File: config.mk
export PLATFORM = sky130hd
export DESIGN_NAME = temp_sensor_if
export DESIGN_NICKNAME = d
export VERILOG_FILES = /design/src/rtl/temp_sensor_if.sv
export SDC_FILE = /design/constraint.sdc
export NUM_CORES = 1
export LEC_CHECK = 0
export CORE_UTILIZATION = 59
export CTS_BUF_LIST = sky130_fd_sc_hd__clkbuf_16
export CTS_CLUSTER_DIAMETER = 30
export CTS_CLUSTER_SIZE = 40
export DETAILED_ROUTE_END_ITERATION = 8
export PLACE_DENSITY_LB_ADDON = 0.3
export RECOVER_POWER = 25
export REMOVE_ABC_BUFFERS = 1
export SLEW_MARGIN = 20
export SYNTH_ARGS = -nofsm -noshare
export SYNTH_HDL_FRONTEND = slang
export SYNTH_SLANG_ARGS = --single-unit
File: constraint.sdc
create_clock -name clk -period 3.5 [get_ports clk]
set_input_delay 0.875 -clock clk [delete_from_list [all_inputs] [get_ports clk]]
set_output_delay 0.875 -clock clk [all_outputs]
set_load 0.01 [all_outputs]
File: src/rtl/temp_sensor_if.sv
// ---------------------------------------------------------------------------
// temp_sensor_if
//
// Front end of the AC heating/cooling controller. Every SAMPLE_INTERVAL
// idle cycles it reads one byte from a read-only SPI-style temperature
// sensor, MSB first. The byte is clamped to the controller's 0..31 range and
// then smoothed with a 4-sample moving average. The filtered value is
// presented on `temp` and held until the next valid sample arrives.
//
// Parameters
//   SAMPLE_INTERVAL  idle clk cycles spent in WAIT between conversions (>=1)
//   SCLK_DIV         clk cycles per sclk half-period (>=1)
//   RESET_TEMP       temp value after reset, until the first valid sample
//
// Ports
//   clk         in   system clock, all logic on the rising edge
//   rst_n       in   asynchronous active-low reset
//   sdo         in   serial data from the sensor, MSB first
//   cs_n        out  sensor chip select, active low (registered)
//   sclk        out  sensor serial clock (registered)
//   temp        out  [4:0] filtered temperature, degrees C (registered)
//   temp_valid  out  one-cycle pulse when temp is updated
//   fault       out  sticky flag, set when the sensor returns 0xFF
//
// Conversion frame (SCLK_DIV = 2):
//   WAIT .. | SETUP | SHIFT x 16*SCLK_DIV | DONE | WAIT ..
//   cs_n is low during SETUP and SHIFT only; sclk idles low.
// ---------------------------------------------------------------------------
module temp_sensor_if #(
  parameter int         SAMPLE_INTERVAL = 1000,
  parameter int         SCLK_DIV        = 2,
  parameter logic [4:0] RESET_TEMP      = 5'd20
) (
  input  logic       clk,
  input  logic       rst_n,
  input  logic       sdo,
  output logic       cs_n,
  output logic       sclk,
  output logic [4:0] temp,
  output logic       temp_valid,
  output logic       fault
);

  // -------------------------------------------------------------------------
  // Local constants
  // -------------------------------------------------------------------------
  localparam int WAIT_W = (SAMPLE_INTERVAL > 1) ? $clog2(SAMPLE_INTERVAL) : 1;
  localparam int DIV_W  = (SCLK_DIV > 1) ? $clog2(SCLK_DIV) : 1;

  localparam logic [WAIT_W-1:0] WAIT_LAST = WAIT_W'(SAMPLE_INTERVAL - 1);
  localparam logic [DIV_W-1:0]  DIV_LAST  = DIV_W'(SCLK_DIV - 1);

  // A raw byte of all ones means nothing is driving sdo (sensor absent).
  localparam logic [7:0] RAW_ABSENT = 8'hFF;
  // Largest raw value that passes through unclamped.
  localparam logic [7:0] RAW_MAX    = 8'h1F;
  localparam logic [4:0] TEMP_MAX   = 5'd31;

  typedef enum logic [1:0] {
    ST_WAIT  = 2'd0,
    ST_SETUP = 2'd1,
    ST_SHIFT = 2'd2,
    ST_DONE  = 2'd3
  } state_t;

  // -------------------------------------------------------------------------
  // Helper functions
  // -------------------------------------------------------------------------

  // Clamp a raw sensor byte into the controller range. 0xFF never reaches
  // here as a valid sample; it is filtered out as a fault beforehand.
  function automatic logic [4:0] sat_temp(input logic [7:0] raw);
    if (raw > RAW_MAX) begin
      return TEMP_MAX;
    end
    return raw[4:0];
  endfunction

  // Truncating mean of four 5-bit samples. 4*31 = 124 fits in 7 bits.
  function automatic logic [4:0] avg4(input logic [4:0] a,
                                      input logic [4:0] b,
                                      input logic [4:0] c,
                                      input logic [4:0] d);
    logic [6:0] sum;
    sum = 7'(a) + 7'(b) + 7'(c) + 7'(d);
    return 5'(sum >> 2);
  endfunction

  // -------------------------------------------------------------------------
  // Internal state
  // -------------------------------------------------------------------------
  state_t            state;
  state_t            state_next;

  logic [WAIT_W-1:0] wait_cnt;   // idle cycles elapsed in WAIT
  logic [DIV_W-1:0]  div_cnt;    // cycles elapsed in current sclk half-period
  logic [2:0]        bit_cnt;    // completed sclk periods in this byte
  logic [7:0]        shift_reg;  // bits captured so far, MSB first
  logic              primed;     // history holds at least one real sample
  logic [4:0]        hist [4];   // hist[0] newest .. hist[3] oldest

  // Decoded strobes from the output process
  logic              wait_done;
  logic              half_end;
  logic              sclk_rise;
  logic              sclk_fall;
  logic              byte_done;
  logic              commit;
  logic              commit_ok;
  logic              cs_n_next;
  logic              sclk_next;
  logic [4:0]        sample_sat;
  logic [4:0]        temp_next;

  // -------------------------------------------------------------------------
  // FSM: state register
  // -------------------------------------------------------------------------
  always_ff @(posedge clk or negedge rst_n) begin
    if (!rst_n) begin
      state <= ST_WAIT;
    end else begin
      state <= state_next;
    end
  end

  // -------------------------------------------------------------------------
  // FSM: next-state logic
  // -------------------------------------------------------------------------
  always_comb begin
    state_next = state;
    unique case (state)
      ST_WAIT:  if (wait_done) state_next = ST_SETUP;
      ST_SETUP: state_next = ST_SHIFT;
      ST_SHIFT: if (byte_done) state_next = ST_DONE;
      ST_DONE:  state_next = ST_WAIT;
      default:  state_next = ST_WAIT;
    endcase
  end

  // -------------------------------------------------------------------------
  // FSM: output / strobe decode
  //
  // The sclk register itself tells which half-period we are in: a half
  // ends when div_cnt reaches DIV_LAST, and the edge that closes a low
  // half is the one that raises sclk and captures sdo.
  // -------------------------------------------------------------------------
  always_comb begin
    wait_done  = (state == ST_WAIT) && (wait_cnt == WAIT_LAST);
    half_end   = (state == ST_SHIFT) && (div_cnt == DIV_LAST);
    sclk_rise  = half_end && !sclk;
    sclk_fall  = half_end && sclk;
    byte_done  = sclk_fall && (bit_cnt == 3'd7);
    commit     = (state == ST_DONE);
    commit_ok  = commit && (shift_reg != RAW_ABSENT);

    // Chip select is low for the whole of SETUP and SHIFT; driving it from
    // the next state keeps the pin registered and aligned with the FSM.
    cs_n_next  = !((state_next == ST_SETUP) || (state_next == ST_SHIFT));

    sclk_next  = 1'b0;
    if (state == ST_SHIFT) begin
      if (sclk_rise) begin
        sclk_next = 1'b1;
      end else if (sclk_fall) begin
        sclk_next = 1'b0;
      end else begin
        sclk_next = sclk;
      end
    end

    sample_sat = sat_temp(shift_reg);

    // First sample after reset fills all four taps, so the average equals
    // the sample itself.
    if (primed) begin
      temp_next = avg4(sample_sat, hist[0], hist[1], hist[2]);
    end else begin
      temp_next = sample_sat;
    end
  end

  // -------------------------------------------------------------------------
  // Interval and serial-clock counters
  // -------------------------------------------------------------------------
  always_ff @(posedge clk or negedge rst_n) begin
    if (!rst_n) begin
      wait_cnt <= '0;
      div_cnt  <= '0;
      bit_cnt  <= '0;
    end else begin
      if (state == ST_WAIT) begin
        wait_cnt <= wait_done ? '0 : wait_cnt + WAIT_W'(1);
      end else begin
        wait_cnt <= '0;
      end

      if (state == ST_SHIFT) begin
        div_cnt <= half_end ? '0 : div_cnt + DIV_W'(1);
        if (sclk_fall) begin
          bit_cnt <= bit_cnt + 3'd1;
        end
      end else begin
        div_cnt <= '0;
        bit_cnt <= '0;
      end
    end
  end

  // -------------------------------------------------------------------------
  // Sensor pins
  // -------------------------------------------------------------------------
  always_ff @(posedge clk or negedge rst_n) begin
    if (!rst_n) begin
      cs_n <= 1'b1;
      sclk <= 1'b0;
    end else begin
      cs_n <= cs_n_next;
      sclk <= sclk_next;
    end
  end

  // -------------------------------------------------------------------------
  // Serial capture: sdo is taken on the edge that raises sclk. The shifter
  // is data only; a partially filled byte is never committed, because a
  // reset sends the FSM back to WAIT and the next frame shifts in 8 fresh
  // bits before DONE is reached.
  // -------------------------------------------------------------------------
  always_ff @(posedge clk) begin
    if (sclk_rise) begin
      shift_reg <= {shift_reg[6:0], sdo};
    end
  end

  // -------------------------------------------------------------------------
  // Filter history (data only; validity is tracked by `primed`)
  // -------------------------------------------------------------------------
  always_ff @(posedge clk) begin
    if (commit_ok) begin
      if (primed) begin
        hist[0] <= sample_sat;
        hist[1] <= hist[0];
        hist[2] <= hist[1];
        hist[3] <= hist[2];
      end else begin
        for (int i = 0; i < 4; i++) begin
          hist[i] <= sample_sat;
        end
      end
    end
  end

  // -------------------------------------------------------------------------
  // Result, valid pulse and fault flag, all updated on the edge leaving DONE
  // -------------------------------------------------------------------------
  always_ff @(posedge clk or negedge rst_n) begin
    if (!rst_n) begin
      temp       <= RESET_TEMP;
      temp_valid <= 1'b0;
      fault      <= 1'b0;
      primed     <= 1'b0;
    end else begin
      temp_valid <= commit_ok;
      if (commit_ok) begin
        temp   <= temp_next;
        primed <= 1'b1;
      end
      // Sticky: once set, only reset clears it. Conversions keep running.
      if (commit && !commit_ok) begin
        fault <= 1'b1;
      end
    end
  end

endmodule

# Yosys cells after proc, flatten, opt, wreduce, memory -nomap -nowiden
# Memories as Yosys holds them, arrays and structs flattened.
# Index checks and enable logic that the tools add are counted.
# W data, S select, Z words.
[totals] register_bits=34 latchBits=0 n_memories=1 inputBits=3 mem_bits_rw=20 mem_bits_ro=0
[op_classes] div=0 n_mux=26 eq_ne=10 addsub=6 n_shift=0 n_lt_le_gt_ge=1 bitwise=4 multipliers=0 n_reduce_logical=12
[memory_table] memory="hist" depth=4 word_bits=5 rd=3 rd_clocked_by_memory_dff=0 write_ports=4 line_no="100" text="logic [4:0] hist [4];"
[ops] op="$mux W5" n=7
[ops] op="$mux W10" n=2
[ops] op="$mux W1" n=12
[ops] op="$add A10 B1 Y10 const B" n=1
[ops] op="$eq A10 B10 Y1 const B" n=1
[ops] op="$gt A8 B5 Y1 const B" n=1
[ops] op="$ne A8 B8 Y1 const B" n=1
[ops] op="$pmux W2 S4" n=1
[ops] op="$add A6 B5 Y7" n=1
[ops] op="$add A7 B5 Y7" n=1
[ops] op="$logic_and A1 B1 Y1" n=7
[ops] op="$add A5 B5 Y6" n=1
[ops] op="$eq A2 B2 Y1 const B" n=3
[ops] op="$mux W3" n=2
[ops] op="$eq A2 B1 Y1 const B" n=2
[ops] op="$mux W2" n=2
[ops] op="$or A1 B1 Y1" n=4
[ops] op="$add A3 B1 Y3 const B" n=1
[ops] op="$eq A3 B3 Y1 const B" n=1
[ops] op="$logic_not A1 Y1" n=3
[ops] op="$ne A3 B3 Y1 const B" n=1
[ops] op="$logic_not A2 Y1" n=1
[ops] op="$ne A2 B2 Y1 const B" n=1
[ops] op="$add A1 B1 Y1 const B" n=1
[ops] op="$logic_or A1 B1 Y1" n=1

# Logic depth before layout (Yosys ltp)
[logic_depth] depth_word=9 depth_mapped=10

# Worst setup path after synthesis
# No wires, ideal clock.
[synth_timing] kind="reg2reg" startpoint="reg shift_reg[6]" endpoint="reg temp[3]" stages_incl_launch_ff=10 t_required_ps=3372 arrival_ps=3000 n_path_buf=0 setup_slack_ps=371 path_cell_list="edfxtp_1 -> or4_1 -> fa_1 -> fa_1 -> nand3_1 -> fa_1 -> nand2b_1 -> a21oi_1 -> xnor2_1 -> o21ai_0"
[synth_via] elab_chain_cells=7 word_cells_on_any_way=9 classes_between="add/sub: 3; order compare: 1; eq/ne: 1; mux: 3; reduce/logical: 1"
[synth_lines] item="start, declared" line_no="98" text="logic [7:0] shift_reg;"
[synth_lines] item="start signal, assigned" line_no="230" text="shift_reg <= {shift_reg[6:0], sdo};"
[synth_lines] item="$gt A8 B5 Y1" line_no="73" text="if (raw > RAW_MAX) begin"
[synth_lines] item="$mux W1" line_no="73"
[synth_lines] item="$mux W5" line_no="76" text="return raw[4:0];"
[synth_lines] item="named net sample_sat[1]" line_no="112" text="logic [4:0] sample_sat;"
[synth_lines] item="$add A5 B5 Y6" line_no="85" text="sum = 7'(a) + 7'(b) + 7'(c) + 7'(d);"
[synth_lines] item="$add A6 B5 Y7" line_no="85"
[synth_lines] item="$add A7 B5 Y7" line_no="85"
[synth_lines] item="$mux W5" line_no="175" text="if (primed) begin"
[synth_lines] item="end signal, assigned" line_no="264" text="temp <= temp_next;"
[synth_lines] item="end, declared" line_no="39" text="output logic [4:0] temp,"
# The timed path passes the listed nets, and every way through them passes these cells.
# A chain may end at the register's enable or synchronous reset.

# Worst setup path after layout
[layout_timing] startpoint="reg shift_reg[7]" endpoint="reg temp[3]"
# Same word-level chain as after synthesis.

==> impl_metrics.toml <==
[outcome]
status = "finished, final reports clean"

[clocking]
cts.path.max_buffers = 2
cts_buffers = 5
clock_latency_ns = 0.28
cts_setup_buffers = 0
cts_tree = "built"
root_buffer = "clkbuf_16"
clock_sinks = 49
clk_pin_slew_ns = 0.06
h-tree-depth = 2

[detailed_routing]
viasPerCell = 5.457
drt-total-wl_mm = 3.913
drtIter0Drc = 58
drc = 0
wl_per_cell_um = 14.66
vias = 1457
drt_pre_antenna_iters = 4
ant_nets = 0

[timing]
slew_headroom = 0.08879
clock-skew-final_ns = 0.005447
slew_viol_final = 0
rsz0062_at_grt = "false"
period_share = 0.9620
hold_violations = 0
worstMarginPinSlew_ns = 1.367
setup_tns_ns = 0
fmaxAchievable_mhz = 297.0
layout_min_cycle_time_ns = 3.367
setup_viol = 0

[floorplan]
pin_count = 12
initial_core_util = 0.6204
die_w_um = 67.32
dieArea_um2 = 4532
die_h_um = 67.32
rows = 23
core-area_um2 = 4058

[placed_design]
place_congestion = 0.8342
dp_hpwl_mm = 2.811
io_buffers = 11

[logic_synthesis]
synth-edff-count = 23
synth-seq-cells = 49
synthesis.area_um2 = 2517
postSynthAreaPerCell_um2 = 12.59
async_flop_share = 0.5306
synthDistinctLibCells = 36
synth_warnings = 0
ys.flop_type = "edfxtp_1"
synth-seq-area-share = 0.5343
synthCells = 200

[cells_and_area]
largest_register_ff_count = 15
area_growth_pct = 11.93
fill_cells = 281
insertedDiodeCount = 0
layout-drive-gt1-share = 0.1014
nets = 239

[setup_path]
crit_path_frequent_cell = "fa_1"
end_kind = "register"
arrival_ns = 3.53
setup.worst_path.start_class = "register"
path_cells = "or4_1 > fa_1 > inv_1 > fa_1 > fa_1 > nand2b_1 > a21oi_1 > xnor2_1 > o21ai_0"
worstSetupPathType = "reg2reg"
cp.required_ns = 3.66
cpLargestDelayFamily = "adder cells"
path_buf_inv = 1
cp_slowest_cell = "or4_1"
worst-path-max-fanout = 6
slowest_delay_ns = 0.64

[pwr]
p_sw_uw = 197.6
internal_power_uw = 860.7
netSwitchingFraction = 0.1867
combPwrFrac = 0.007
power_uw = 1058
p_seq_frac = 0.566
ir_drop_uv = 331.8
p_per_area_nw_per_um2 = 375.6
p_clk_frac = 0.427
p_leak_uw = 0.001231

[grt]
gr-usage-all-layers = 0.2018
grt_max_degree = 27
antenna_found_initial = 0
grt_pass1_wl_mm = 6.617
grt_overflow_total = 0
grt_pass1_vias = 1403

[job]
cap_viol_max_count = 0

[worst_hold_path]
hold_path_class = "reg2reg"
[power groups by stage]
stage / Sequential (uW) / Combinational, uW / Clock, uW
after global placement: 610 / 8.57 / 0
after detailed placement: 610 / 9.02 / 0
final: 599 / 7.43 / 452
after global routing: 599 / 8.79 / 486
after floorplan: 611 / 0.000596 / 0
after CTS: 599 / 9.03 / 464
[worst reg2reg max path, stage by stage, from the launching register on]
cell and delay (ns):
edfxtp_1 0.45, or4_1 0.64, fa_1 0.52, inv_1 0.05
fa_1 0.50, fa_1 0.48, nand2b_1 0.18, a21oi_1 0.18
xnor2_1 0.14, o21ai_0 0.10
[worst paths after layout]
kind / from / end / slack, ns / cells after the start
worst min-delay path: wait_cnt[0] / wait_cnt[0] / 0.46 / 1
min in group asynchronous: rst_n / temp[0] / 1.43 / 2
max in group asynchronous: rst_n / bit_cnt[2] / 1.26 / 2
worst max-delay path: shift_reg[7] / temp[3] / 0.13 / 9
worst max register to register: shift_reg[7] / temp[3] / 0.13 / 9
worst min register to register: wait_cnt[0] / wait_cnt[0] / 0.46 / 1
[area by class of cell]
| class | count | area, um^2 | area share |
|---|---|---|---|
| clock buffer | 5 | 125.1 | 0.04441 |
| clock inverter | 3 | 13.76 | 0.004885 |
| inverter | 26 | 100.1 | 0.03552 |
| multi-input combinational | 122 | 1057 | 0.3752 |
| sequential | 49 | 1345 | 0.4774 |
| tap | 50 | 62.56 | 0.02220 |
| timing repair buffer | 12 | 113.9 | 0.04041 |
[cells by family after synthesis]
family	Yosys count	synth area share
xor gates and xnor gates	14	0.04871
adders and majority gates	20	0.1292
muxes	13	0.06760
DFF	49	0.5343
buffers and inverters	29	0.04871
and+or+nand+nor	58	0.1252
AOI/OAI and AO/OA	17	0.04623
[cells in the final DEF (no fill, tap or decap), types with 2 or more instances in the layout]
master	instances
xnor2_1	9
ha_1	10
edfxtp_1	23
o21ai_0	6
or4_1	3
nor2b_1	4
clkbuf_16	5
nand3_1	5
a21oi_1	2
mux2_4	8
dfrtp_1	23
mux2i_1	5
nor3_1	3
nor2_1	13
and3_1	3
inv_4	2
clkdlybuf4s50_1	9
nand4_1	4
dfstp_2	3
a21boi_0	3
nand2b_1	3
nand2_1	11
fa_1	10
or4_4	2
inv_1	26
xor2_1	5
and2_0	2
dlygate4sd3_1	2
[synth_stat cells (all sizes together), types with 2 or more instances]
master   n  area [um^2]
edfxtp  23        690.7
xor2     5        43.79
fa      10        200.2
xnor2    9        78.83
mux2     8        120.1
ha      10        125.1
a21boi   3        22.52
dfstp    3        78.83
and2     3        18.77
nand4    4        25.02
nand3    5        25.02
clkbuf   2        7.510
nand2   11        41.29
nor2    13        48.80
o21ai    7        46.30
a21oi    2        10.01
nor2b    4        25.02
dfrtp   23        575.6
nand2b   4        32.53
mux2i    5        50.05
nor3     3        15.01
inv     26        100.1
and3     3        18.77
or4      5        37.54
[repair_timing]
| item | in CTS | in global routing |
|---|---|---|
| setup endpoints to repair | 0 | 1 |
| hold buffers | 0 | 0 |
| resized for setup | 0 | 2 |
[per-stage QoR]
step | hold WS [ns] | utilization | cell area, um^2 | worst slack (ns) | std cells
2_1_floorplan | 0.4329 | - | 2495 | 0.3713 | 197
3_3_place_gp | 0.4472 | 0.6593 | 2675 | 0.2858 | 259
3_5_place_dp | 0.4529 | 0.6593 | 2675 | 0.1418 | 259
4_1_cts | 0.4607 | 0.6935 | 2814 | 0.08164 | 267
5_1_grt | 0.4823 | 0.6944 | 2818 | 0.01102 | 267
6_report | 0.4582 | 0.6944 | 2818 | 0.1331 | 267
[per-layer routing]
| layer | wire length (um) | GRT usage | share of wire |
|---|---|---|---|
| met1 | 1872 | 0.2672 | 0.48 |
| met2 | 1876 | 0.3138 | 0.48 |
| met3 | 89 | 0.04899 | 0.023 |
| met4 | 74 | 0.09309 | 0.019 |
| met5 | 0 | 0 | 0 |
Note: power is estimated with default switching activity, not from simulation.
==> patch 1: new RTL, config.mk and constraints unchanged <==
Change the parameter `SCLK_DIV` from 2 to 4. Comments in the files are not updated.
--- a/src/rtl/temp_sensor_if.sv
+++ b/src/rtl/temp_sensor_if.sv
@@ -28,7 +28,7 @@
 // ---------------------------------------------------------------------------
 module temp_sensor_if #(
   parameter int         SAMPLE_INTERVAL = 1000,
-  parameter int         SCLK_DIV        = 2,
+  parameter int         SCLK_DIV        = 4,
   parameter logic [4:0] RESET_TEMP      = 5'd20
 ) (
   input  logic       clk,
Formal check against the unedited RTL: no difference found for any inputs over 10 cycles, from zero or initial values and one cycle with rst_n low; that may be too few to reach the edited logic, so the function may still have changed.
==> patch 1 against the original RTL <==
Total power up 6.9%. Critical endpoint unchanged. Sequential cell count increased by 1. Area after synthesis up 2.6%. Critical path depth unchanged. Wire length rose by 12%. Setup slack better by 0.072 ns. Critical path type unchanged. Cell area grew 2.1%. Maximum frequency is 2.2% higher. Highest routed layer unchanged. Clock power increased by 13%.
==> patch 1: results (changes against the original RTL) <==
Layout
  – Layout cell share with drive strength beyond 1: 10.5% (was 10.1%)
  – Nets: 243 (was 239)
  – Max reg flops: 15 (unchanged)
  – ANT cells: 0 (unchanged)

Clock tree
  – Skew-Pair Late Insertion Delay: 0.28 ns (about the same)
  – Worst-path clk slew: roughly 0.07 ns
  – Clock buffer depth: 2 (unchanged)
  – Clk root buf: clkbuf_16 (unchanged)

Timing
  – Fin Clk Skew: 0.00562 ns (was 0.00545 ns)
  – Worst Tran Pin Value: 1.44 ns (was 1.37 ns)

Power and ir drop
  – LEAKAGE: 0.00126 uW (was 0.00123 uW)
  – Peak supply drop: 0.282 mV (was 0.332 mV)

Detailed routing
  – Vias per cell: 5.60 (was 5.46)
  – 1st-iter DRT viols: 83 (was 58)
  – Total Wirelength: 4380 um (was 3910 um)

Worst hold path
  – HP Class: reg -> reg (unchanged)

Synth
  – Largest cells by area after synthesis: edfxtp_1 (27%), dfrtp_1 (23%), fa_1 (7.8%) (was edfxtp_1 (27%), dfrtp_1 (23%), fa_1 (8.0%))
  – Commonest cells in the netlist: dfrtp_1 (24), inv_1 (24), edfxtp_1 (23), nor2_1 (14) (was inv_1 (25), dfrtp_1 (23), edfxtp_1 (23), nor2_1 (13), nand2_1 (11))
  – Synth async-reset ratio: 54.0% (was 53.1%)
  – Register area share after synthesis: 53.1% (was 53.4%)
  – Synth Flop Type: dfrtp_1 (was edfxtp_1)
  – Number of distinct library cells after synthesis: 37 (was 36)

GRT
  – Gr usage total: 22.1% (was 20.2%)
  – First-pass GRT wire length: 7240 um (was 6620 um)
  – Vias in the first global route: 1583 (was 1403)
  – Pin count of the biggest net entering global routing: 28 (was 27)

Critical path
  – Reg2reg path depth: 9 (unchanged)
  – CP max FO: 7 (was 6)
  – Register-to-Register Setup Slack: 0.21 ns (was 0.13 ns)
  – WP data arrival: 3.46 ns (was 3.53 ns)
  – Worst Setup SP: shift_reg[5]$_DFFE_PP_ (was shift_reg[7]$_DFFE_PP_)

Placed design
  – GPL Wtd Cong: 0.860 (was 0.834)
  – Final HPWL DP: 3020 um (was 2810 um)

Outcome
  – Status: finished clean (unchanged)
[patch 1: stage by stage]
step	total power [uW]	cells	util [%]	area (um2)	worst slack, ns
after floorplan	622	200	-	2550	0.347
after global placement	631	262	66.4	2730	0.269
after detailed placement	631	262	66.4	2730	0.152
after CTS	1140	270	70.3	2890	0.138
after global routing	1160	270	69.9	2880	0.0679
final	1130	270	69.9	2880	0.205
[patch 1: kinds of logic after synthesis]
kind of cell,synth area share [%]
AND/OR/NAND/NOR,13.1
flip-flops,53.1
buffers and inverters,4.94
adder cells (fa/ha/maj),13.1
AO/OA/AOI/OAI,4.46
XOR/XNOR,4.75
multiplexers,6.59
[patch 1: power by group]
group / switching [uW] / internal, uW / leakage, uW
sequential: 0 / 610 / 0.000534
clock: 205 / 308 / 0.0000800
combinational: 6.04 / 1.69 / 0.000643
total: 211 / 920 / 0.00126
[patch 1: worst min path at each step]
stage	cells after the start	slack, ns	endpoint	startpoint
floorplan	1	0.41	div_cnt[0]$_DFF_PN0_	div_cnt[0]$_DFF_PN0_
CTS	1	0.47	div_cnt[0]$_DFF_PN0_	div_cnt[0]$_DFF_PN0_
detailed placement	1	0.45	fault$_DFFE_PN0P_	fault$_DFFE_PN0P_
global route	1	0.48	div_cnt[0]$_DFF_PN0_	div_cnt[0]$_DFF_PN0_
finish	1	0.46	div_cnt[0]$_DFF_PN0_	div_cnt[0]$_DFF_PN0_
global placement	1	0.42	div_cnt[0]$_DFF_PN0_	div_cnt[0]$_DFF_PN0_
[patch 1: layout make-up]
type                            count  area, um2
Inverter                           25       96.3
Clock inverter                      2       12.5
Multi-Input combinational cell    125       1070
Fill cell                         279       1240
Timing Repair Buffer               12        114
Tap cell                           50       62.6
Sequential cell                    50       1370
Clock buffer                        6        150
[patch 1: metal layers]
| metal | up-vias | wire [um] | GRT usage [%] |
|---|---|---|---|
| li1 | 719 | - | - |
| met1 | 750 | 2000 | 27.6 |
| met2 | 32 | 2130 | 35.0 |
| met3 | 12 | 137 | 5.33 |
| met4 | 0 | 114 | 12.2 |
| met5 | - | 0 | 0 |
[patch 1: critical path, stage by stage, from the launching register on]
cell and delay [ns]:
edfxtp_1 0.48, or4_1 0.67, fa_1 0.43, fa_1 0.50, nand3_1 0.14, fa_1 0.42
nand2b_1 0.16, a21oi_1 0.15, xnor2_1 0.13, o21ai_0 0.10
==> patch 2: new RTL, same settings <==
Without the edit above. Add an input register stage for `sdo`, without a reset; this delays it by one clock.
--- a/src/rtl/temp_sensor_if.sv
+++ b/src/rtl/temp_sensor_if.sv
@@ -63,6 +63,12 @@
     ST_DONE  = 2'd3
   } state_t;
 
+  logic sdo_q;
+
+  always_ff @(posedge clk) begin
+    sdo_q <= sdo;
+  end
+
   // -------------------------------------------------------------------------
   // Helper functions
   // -------------------------------------------------------------------------
@@ -227,7 +233,7 @@
   // -------------------------------------------------------------------------
   always_ff @(posedge clk) begin
     if (sclk_rise) begin
-      shift_reg <= {shift_reg[6:0], sdo};
+      shift_reg <= {shift_reg[6:0], sdo_q};
     end
   end
 
Check against the original RTL: no difference found for any inputs over 10 cycles, from zero or initial values and one cycle with rst_n low; that may be too few to reach the edited logic, so the function may still have changed.
==> patch 2 against the original RTL <==
Global-route usage up 0.61 points. Wire length increased by 3.1%. Cell area rose by 0.84%. Setup slack improved by 0.051 ns. Sequential cell count grew 1. Total power increased by 2.6%. Die area increased by 1.8%. Area after synthesis grew 1.9%. Critical endpoint unchanged.
==> patch 2: results (changes against the original RTL) <==
GRT
  – First-pass GRT wire length: 6950 um (was 6620 um)
  – Initial antenna violation count: 0 (unchanged)
  – Gr usage total: 20.8% (was 20.2%)

Critical path
  – WP data arrival: 3.49 ns (was 3.53 ns)
  – CP max FO: 7 (was 6)
  – Max incr delay on CP: 0.69 ns (was 0.64 ns)
  – Worst Setup SP: shift_reg[5]$_DFFE_PP_ (was shift_reg[7]$_DFFE_PP_)
  – Crit path capture type: flop (unchanged)
  – Crit-path leading delay family: adder cells (unchanged)

Clock tree
  – Post-CTS Setup Repair Bufs: 0 (unchanged)
  – Worst-path clk slew: 0.06 ns (about the same)
  – Clock buffer depth: 2 (unchanged)
  – Clk root buf: clkbuf_16 (unchanged)

Layout
  – ANT cells: 0 (unchanged)
  – Layout cell share with drive strength beyond 1: 11.9% (was 10.1%)
  – Storage element area: 0.00137 mm2 (was 0.00135 mm2)
  – Nets: 240 (was 239)
  – Fill count: 293 (was 281)
  – Final Non-Filler Cells: 268 (was 267)

Timing
  – WHS: 0.413 ns (was 0.458 ns)
  – Fin Clk Skew: 0.00435 ns (was 0.00545 ns)
  – Final worst setup slack: 0.184 ns (was 0.133 ns)
  – Worst Tran Pin Value: 1.34 ns (was 1.37 ns)

Worst hold path
  – Worst Hold End: shift_reg[0]$_DFFE_PP_ (was wait_cnt[0]$_DFF_PN0_)
  – Min-delay src: sdo_q$_DFF_P_ (was wait_cnt[0]$_DFF_PN0_)
  – Hold path cells: 0 (was 1)

Detailed routing
  – Total Wirelength: 4040 um (was 3910 um)
  – 1st-iter DRT viols: 129 (was 58)
  – Via count: 1474 (was 1457)

Placed design
  – Placed Cells: 260 (was 259)
  – Placed cell area: 0.00272 mm2 (was 0.00268 mm2)
  – Pre-CTS setup slack: 0.149 ns (was 0.142 ns)
  – Final HPWL DP: 2990 um (was 2810 um)
  – GPL Wtd Cong: 0.845 (was 0.834)

Synth
  – Register area share after synthesis: 53.2% (was 53.4%)
  – Commonest cells in the netlist: inv_1 (24), dfrtp_1 (23), edfxtp_1 (23), nor2_1 (13), nand2_1 (11) (was inv_1 (25), dfrtp_1 (23), edfxtp_1 (23), nor2_1 (13), nand2_1 (11))
  – Number of distinct library cells after synthesis: 43 (was 36)
  – Synth Area in XOR/XNOR: 4.78% (was 4.87%)
  – Synth async-reset ratio: 52.0% (was 53.1%)
  – Mean area per synthesized cell: 12.8 um2 (was 12.6 um2)
  – Synthesis Warnings: 0 (unchanged)
  – Largest family of logic cells by synthesized area: simple AND/OR/NAND/NOR gates (was adder cells)
  – Mux cell area share after synthesis: 6.63% (was 6.76%)
  – Adder-Cell Fraction of Synth Area: 12.7% (was 12.9%)
  – Synth Area in Compound Gates: 4.54% (was 4.62%)
  – Largest cells by area after synthesis: edfxtp_1 (27%), dfrtp_1 (22%), fa_1 (7.8%) (was edfxtp_1 (27%), dfrtp_1 (23%), fa_1 (8.0%))

Power and ir drop
  – P_int: 876 uW (was 861 uW)
  – Peak supply drop: 0.326 mV (was 0.332 mV)
  – LEAKAGE: 0.00124 uW (was 0.00123 uW)

Outcome
  – Status: finished clean (unchanged)
-- patch 2: cell types whose count changed in the layout (fill, tap and decap cells not counted), sizes merged --
cell    delta
clkinv     -1
dfxtp      +1
inv        +1
nand2b     -1
or2b       +1
-- patch 2: final cells by class --
class	instances	area share, %
inverters	26	3.52
multi-input cells	122	37.3
flip-flops and latches	50	48.0
clock inverters	3	0.572
repair buffers	12	4.01
clock buffers	5	4.40
well taps	50	2.20
-- patch 2: layer usage --
layer | wire (um) | GRT usage, % | share of wire [%] | vias up
met3 | 117 | 6.50 | 2.9 | 6
met5 | 0 | 0 | 0 | -
met2 | 1970 | 33.6 | 49 | 22
met1 | 1900 | 26.7 | 47 | 732
li1 | - | - | - | 714
met4 | 44 | 6.25 | 1.1 | 0
-- patch 2: power groups by stage --
stage	registers [uW]	clock network, uW	logic [uW]
after floorplan	623	0	0.000610
after global placement	623	0	8.52
after detailed placement	623	0	8.86
after CTS	611	475	8.88
after global routing	611	503	8.62
final	611	468	7.36
